**src/rtl/mem_arbiter.sv**
```systemverilog
// Two-requester arbiter for a single-port synchronous memory: data port has priority,
// fetch is protected from starvation, and read responses are routed by a latency-matched
// owner queue. Optional perf counters are built when MEM_ARB_PERF_EN is defined.
module mem_arbiter #(
  parameter int unsigned MEM_LATENCY = 1,
  parameter int unsigned STARVE_MAX  = 4
) (
  input  logic        clk,
  input  logic        reset,
  input  logic        i_req,
  input  logic [31:0] i_addr,
  output logic        i_gnt,
  output logic        i_rvalid,
  output logic [31:0] i_rdata,
  input  logic        d_req,
  input  logic [3:0]  d_we,
  input  logic [31:0] d_addr,
  input  logic [31:0] d_wdata,
  output logic        d_gnt,
  output logic        d_rvalid,
  output logic [31:0] d_rdata,
  output logic        mem_en,
  output logic [3:0]  mem_we,
  output logic [31:0] mem_addr,
  output logic [31:0] mem_wdata,
`ifdef MEM_ARB_PERF_EN
  output logic [31:0] perf_conflict,
  output logic [31:0] perf_starve,
`endif
  input  logic [31:0] mem_rdata
);

  localparam int unsigned CNT_W = (STARVE_MAX > 0) ? $clog2(STARVE_MAX + 1) : 1;

  typedef enum logic {DPRIO, IPRIO} state_e;

  state_e                 state_q, state_d;
  logic [CNT_W-1:0]       cnt_q, cnt_d;
  logic [MEM_LATENCY-1:0] vld_q, own_q;
  logic                   rd_issue;

  // Same-cycle grant; both grants are forced low while reset is asserted
  always_comb begin
    i_gnt = 1'b0;
    d_gnt = 1'b0;
    if (reset) begin
      if (i_req && d_req) begin
        if (state_q == IPRIO) i_gnt = 1'b1;
        else                  d_gnt = 1'b1;
      end else if (i_req) begin
        i_gnt = 1'b1;
      end else if (d_req) begin
        d_gnt = 1'b1;
      end
    end
  end

  // Memory request mux; idle bus is driven to zero
  always_comb begin
    mem_en    = 1'b0;
    mem_we    = 4'b0000;
    mem_addr  = 32'h0;
    mem_wdata = 32'h0;
    if (d_gnt) begin
      mem_en    = 1'b1;
      mem_we    = d_we;
      mem_addr  = d_addr;
      mem_wdata = d_wdata;
    end else if (i_gnt) begin
      mem_en   = 1'b1;
      mem_addr = i_addr;
    end
  end

  assign rd_issue = mem_en && (mem_we == 4'b0000);

  // Starvation counter and priority state next-state logic
  always_comb begin
    cnt_d   = '0;
    state_d = state_q;
    if (i_req && !i_gnt) begin
      cnt_d = (cnt_q == CNT_W'(STARVE_MAX)) ? cnt_q : cnt_q + CNT_W'(1);
    end
    case (state_q)
      DPRIO: begin
        if ((STARVE_MAX > 0) && (cnt_q == CNT_W'(STARVE_MAX)) && i_req && !i_gnt) begin
          state_d = IPRIO;
        end
      end
      IPRIO: begin
        if (i_gnt) state_d = DPRIO;
      end
      default: state_d = DPRIO;
    endcase
  end

  always_ff @(posedge clk or negedge reset) begin
    if (!reset) begin
      state_q <= DPRIO;
      cnt_q   <= '0;
      vld_q   <= '0;
      own_q   <= '0;
    end else begin
      state_q  <= state_d;
      cnt_q    <= cnt_d;
      vld_q[0] <= rd_issue;
      own_q[0] <= d_gnt;
      for (int k = 1; k < int'(MEM_LATENCY); k++) begin
        vld_q[k] <= vld_q[k-1];
        own_q[k] <= own_q[k-1];
      end
    end
  end

  assign d_rvalid = vld_q[MEM_LATENCY-1] &  own_q[MEM_LATENCY-1];
  assign i_rvalid = vld_q[MEM_LATENCY-1] & ~own_q[MEM_LATENCY-1];
  assign i_rdata  = mem_rdata;
  assign d_rdata  = mem_rdata;

`ifdef MEM_ARB_PERF_EN
  logic [31:0] perf_conflict_q, perf_starve_q;

  // Conflict cycles and starvation escalations, free-running and wrapping
  always_ff @(posedge clk or negedge reset) begin
    if (!reset) begin
      perf_conflict_q <= 32'h0;
      perf_starve_q   <= 32'h0;
    end else begin
      if (i_req && d_req) perf_conflict_q <= perf_conflict_q + 32'd1;
      if ((state_q == DPRIO) && (state_d == IPRIO)) perf_starve_q <= perf_starve_q + 32'd1;
    end
  end

  assign perf_conflict = perf_conflict_q;
  assign perf_starve   = perf_starve_q;
`endif

endmodule
```
**config.mk**
```make
export PLATFORM = sky130hd
export DESIGN_NAME = mem_arbiter
export DESIGN_NICKNAME = d
export VERILOG_FILES = /design/src/rtl/mem_arbiter.sv
export SDC_FILE = /design/constraint.sdc
export NUM_CORES = 1
export LEC_CHECK = 0
export BUFFER_PORTS_ARGS = -buffer_cell sky130_fd_sc_hd__buf_2
export CAP_MARGIN = 15
export CORE_AREA = 8 8 99 101
export DETAILED_ROUTE_END_ITERATION = 6
export DIE_AREA = 0 0 107 109
export PLACE_DENSITY = 0.71
export SETUP_SLACK_MARGIN = 0.1
export SLEW_MARGIN = 15
export SYNTH_ARGS = -nofsm -noshare
export SYNTH_HDL_FRONTEND = slang
export SYNTH_SLANG_ARGS = --single-unit
```
**constraint.sdc**
```tcl
create_clock -name clk -period 1 [get_ports clk]
set_input_delay 0 -clock clk [delete_from_list [all_inputs] [get_ports clk]]
set_output_delay 0 -clock clk [all_outputs]
set_load 0.01 [all_outputs]
```
==> flow_summary.ini <==
[routing]
viasPerCell = 4.10
wl_um = 7240
wl_met3_um = 739
wl_per_cell_um = 17.8
initialDrtViolationCount = 36
drc = 0
wl_met2_um = 3610
postRouteAntennaNets = 0
maxUsedRoutingLayer = met4
vias = 1663
first_pass_iters = 4
wl_met1_um = 2650

[cts]
cts_root_buffer = clkbuf_8
clk_latency_ps = 230
cts_sinks = 6
cts_tree = yes
clockBufferDepth = 2
cts_max_level = 1
clkSlewWorstSetupHoldPaths_ps = 40
cts_buffers = 3

[setup_path]
cp_cell_sequence = a21oi_4 > buf_4 > clkbuf_16 > a22o_1 > buf_2
r2r_slack_ps = -110
rr_endpoint = vld_q$_DFF_PN0_
crit_type = reg -> out
path_delay_family = buffers and inverters
slowest_stage = dfrtp_1
r2r_cells = 4
end_kind = output pin
critPathMaxFanout = 11
cp.required_ps = 1000
arrival_ps = 1410
worstSetupStartpointType = flop
max_stage_delay_ps = 410
crit_buf_inv = 3
r2r-start = state_q$_DFF_PN0_

[floorplanning]
pin_count = 273
fp.coreArea_sq_um = 8380
num_rows = 34
dieArea_sq_um = 11700
die_w_um = 107
start_util_pct = 16.3
die_h_um = 109

[timing]
rsz0062_at_grt = yes
finalCritPeriodShare_pct = 141
timing_hold_violations_final = 0
skew_ps = 0.851
finalSetupViolations = 77
setup_slack_ps = -409
fin_hold_ws_ps = 0.00239
max_freq_ghz = 0.710
slew_headroom_pct = 86.4
tns_ps = -26590
slew_violations = 0
layout_min_cycle_time_ps = 1410
tightest_slew_ps = 204

[worst_hold_path]
hp-start = mem_rdata[6]
hold_path_depth = 0
hp-class = in -> out
hold_end = i_rdata[6]

[placed_design]
dp_slack_ps = -175
place.gp.congestion = 0.791
numPortBuffers = 176
placed_cell_area_sq_um = 2040
dpl.hpwl_um = 5550

[layout]
nNetsFinal = 438
stdcell_area_sq_um = 2490
final_cell_mix = buf_2, and2_4, a22o_1
diodes = 0
regArea_sq_um = 150
final_core_util_pct = 29.7
final_common_cell = buf_2
multi_input_area_sq_um = 811
drive_gt1_share_pct = 82.2
syn_to_final_growth_pct = 81.7
fillers = 886

[synth]
yosys_warnings = 0
yosysUniqueCellTypes = 24
seq_area_frac_synth_pct = 11.0
synth-seq-cells = 6
syn-num-nets = 311
syn_avg_cell_area_sq_um = 7.92
syn_inst = 173
netlist_area_sq_um = 1370

[grt]
grt_max_degree = 35
grt_pass1_vias = 1926
grtUsageTotal_pct = 10.6
antenna_found_initial = 0
grt-ovfl-total = 0
grt_pass1_wl_um = 9880

[pwr]
p_per_area_nw_per_um2 = 739
p_leak_nw = 1.42
peakVddDrop_mv = 0.501

[run_status]
violations = setup timing
status = complete, but fails checks

[job]
max_cap_violations = 0
==> area by class of cell <==
class	count	share of cell area, %
tap	108	5.43
inverter	3	0.452
sequential	6	6.03
clock buffer	3	1.66
multi-input combinational	90	32.6
timing repair buffer	196	53.9
==> per-stage QoR <==
stage               total power [mW]  cells
floorplan                       1.03    173
global placement                1.18    390
detailed placement              1.20    390
CTS                             1.79    401
global route                    1.96    406
finish                          1.84    406
==> cell families (layout without fill, tap and decap cells) <==
| family | count (synthesis) | after routing | share of synthesized area, % |
|---|---|---|---|
| compound gates | 37 | 37 | 23.7 |
| xor+xnor | 1 | 1 | 0.639 |
| fa+ha+maj | 2 | 2 | 1.83 |
| buf+inv | 77 | 202 | 40.5 |
| flops | 6 | 6 | 11.0 |
| mux | 1 | 1 | 0.731 |
| simple gates | 49 | 49 | 21.6 |
==> state kept, by name, indices dropped and copies added (netlist names) <==
register and cells:
state_q 1, cnt_q 3, own_q 1, vld_q 1
==> report_power, final <==
group	switching [mW]	leakage, nW	internal (mW)
clock network	0.116	0.0216	0.260
registers	0.0227	0.0791	0.268
logic	0.484	1.31	0.691
==> synthesized netlist by cell type <==
cell type / count / area share [%]
o21a_1: 1 / 0.55
nor2b_1: 1 / 0.46
a21oi_2: 1 / 0.64
nand2_1: 4 / 1.1
buf_4: 65 / 36
a22o_1: 32 / 20
and2_1: 37 / 17
xnor2_1: 1 / 0.64
ha_1: 2 / 1.8
a21oi_1: 1 / 0.36
a21boi_1: 1 / 0.55
nor2_1: 2 / 0.55
buf_6: 2 / 1.6
or4_1: 1 / 0.55
mux2i_1: 1 / 0.73
inv_1: 3 / 0.82
clkbuf_2: 1 / 0.36
dfrtp_1: 6 / 11
nand3_1: 1 / 0.36
a21oi_4: 1 / 1.2
nor3b_1: 2 / 1.1
clkbuf_1: 2 / 0.55
buf_2: 4 / 1.5
nor4b_1: 1 / 0.64
==> layer usage <==
metal,vias to the layer above,global-route usage [%]
li1,773,-
met1,728,11.0
met2,138,18.6
met3,24,4.26
met4,0,4.92
met5,-,0
==> worst reg2reg max path: stages (launching register included) <==
cell       delay, ps
dfrtp_1          410
a21oi_4          170
buf_4            180
clkbuf_16        170
a21boi_1          60
==> how the worst max path moves through the flow <==
| stage | start | end | slack, ps | depth (start not counted) |
|---|---|---|---|---|
| final | state_q$_DFF_PN0_ | mem_addr[29] | -410 | 5 |
| after global routing | state_q$_DFF_PN0_ | mem_addr[31] | -470 | 5 |
| after CTS | state_q$_DFF_PN0_ | mem_addr[22] | -430 | 5 |
| after detailed placement | state_q$_DFF_PN0_ | mem_wdata[4] | -180 | 4 |
| after global placement | state_q$_DFF_PN0_ | mem_wdata[18] | -120 | 4 |
| after floorplan | cnt_q[0]$_DFFE_PN0P_ | cnt_q[0]$_DFFE_PN0P_ | -40 | 5 |
==> repair_timing <==
| action | 4_1_cts | 5_1_grt |
|---|---|---|
| pin swaps | 5 | 4 |
| hold buffers | 1 | 1 |
| setup endpoints to repair | 75 | 77 |
| endpoints found under the hold margin | 6 | 6 |
| cloned | 2 | 2 |
| setup buffers | 5 | 3 |
| resized for setup | 39 | 7 |
(Power assumes the default switching activity.)
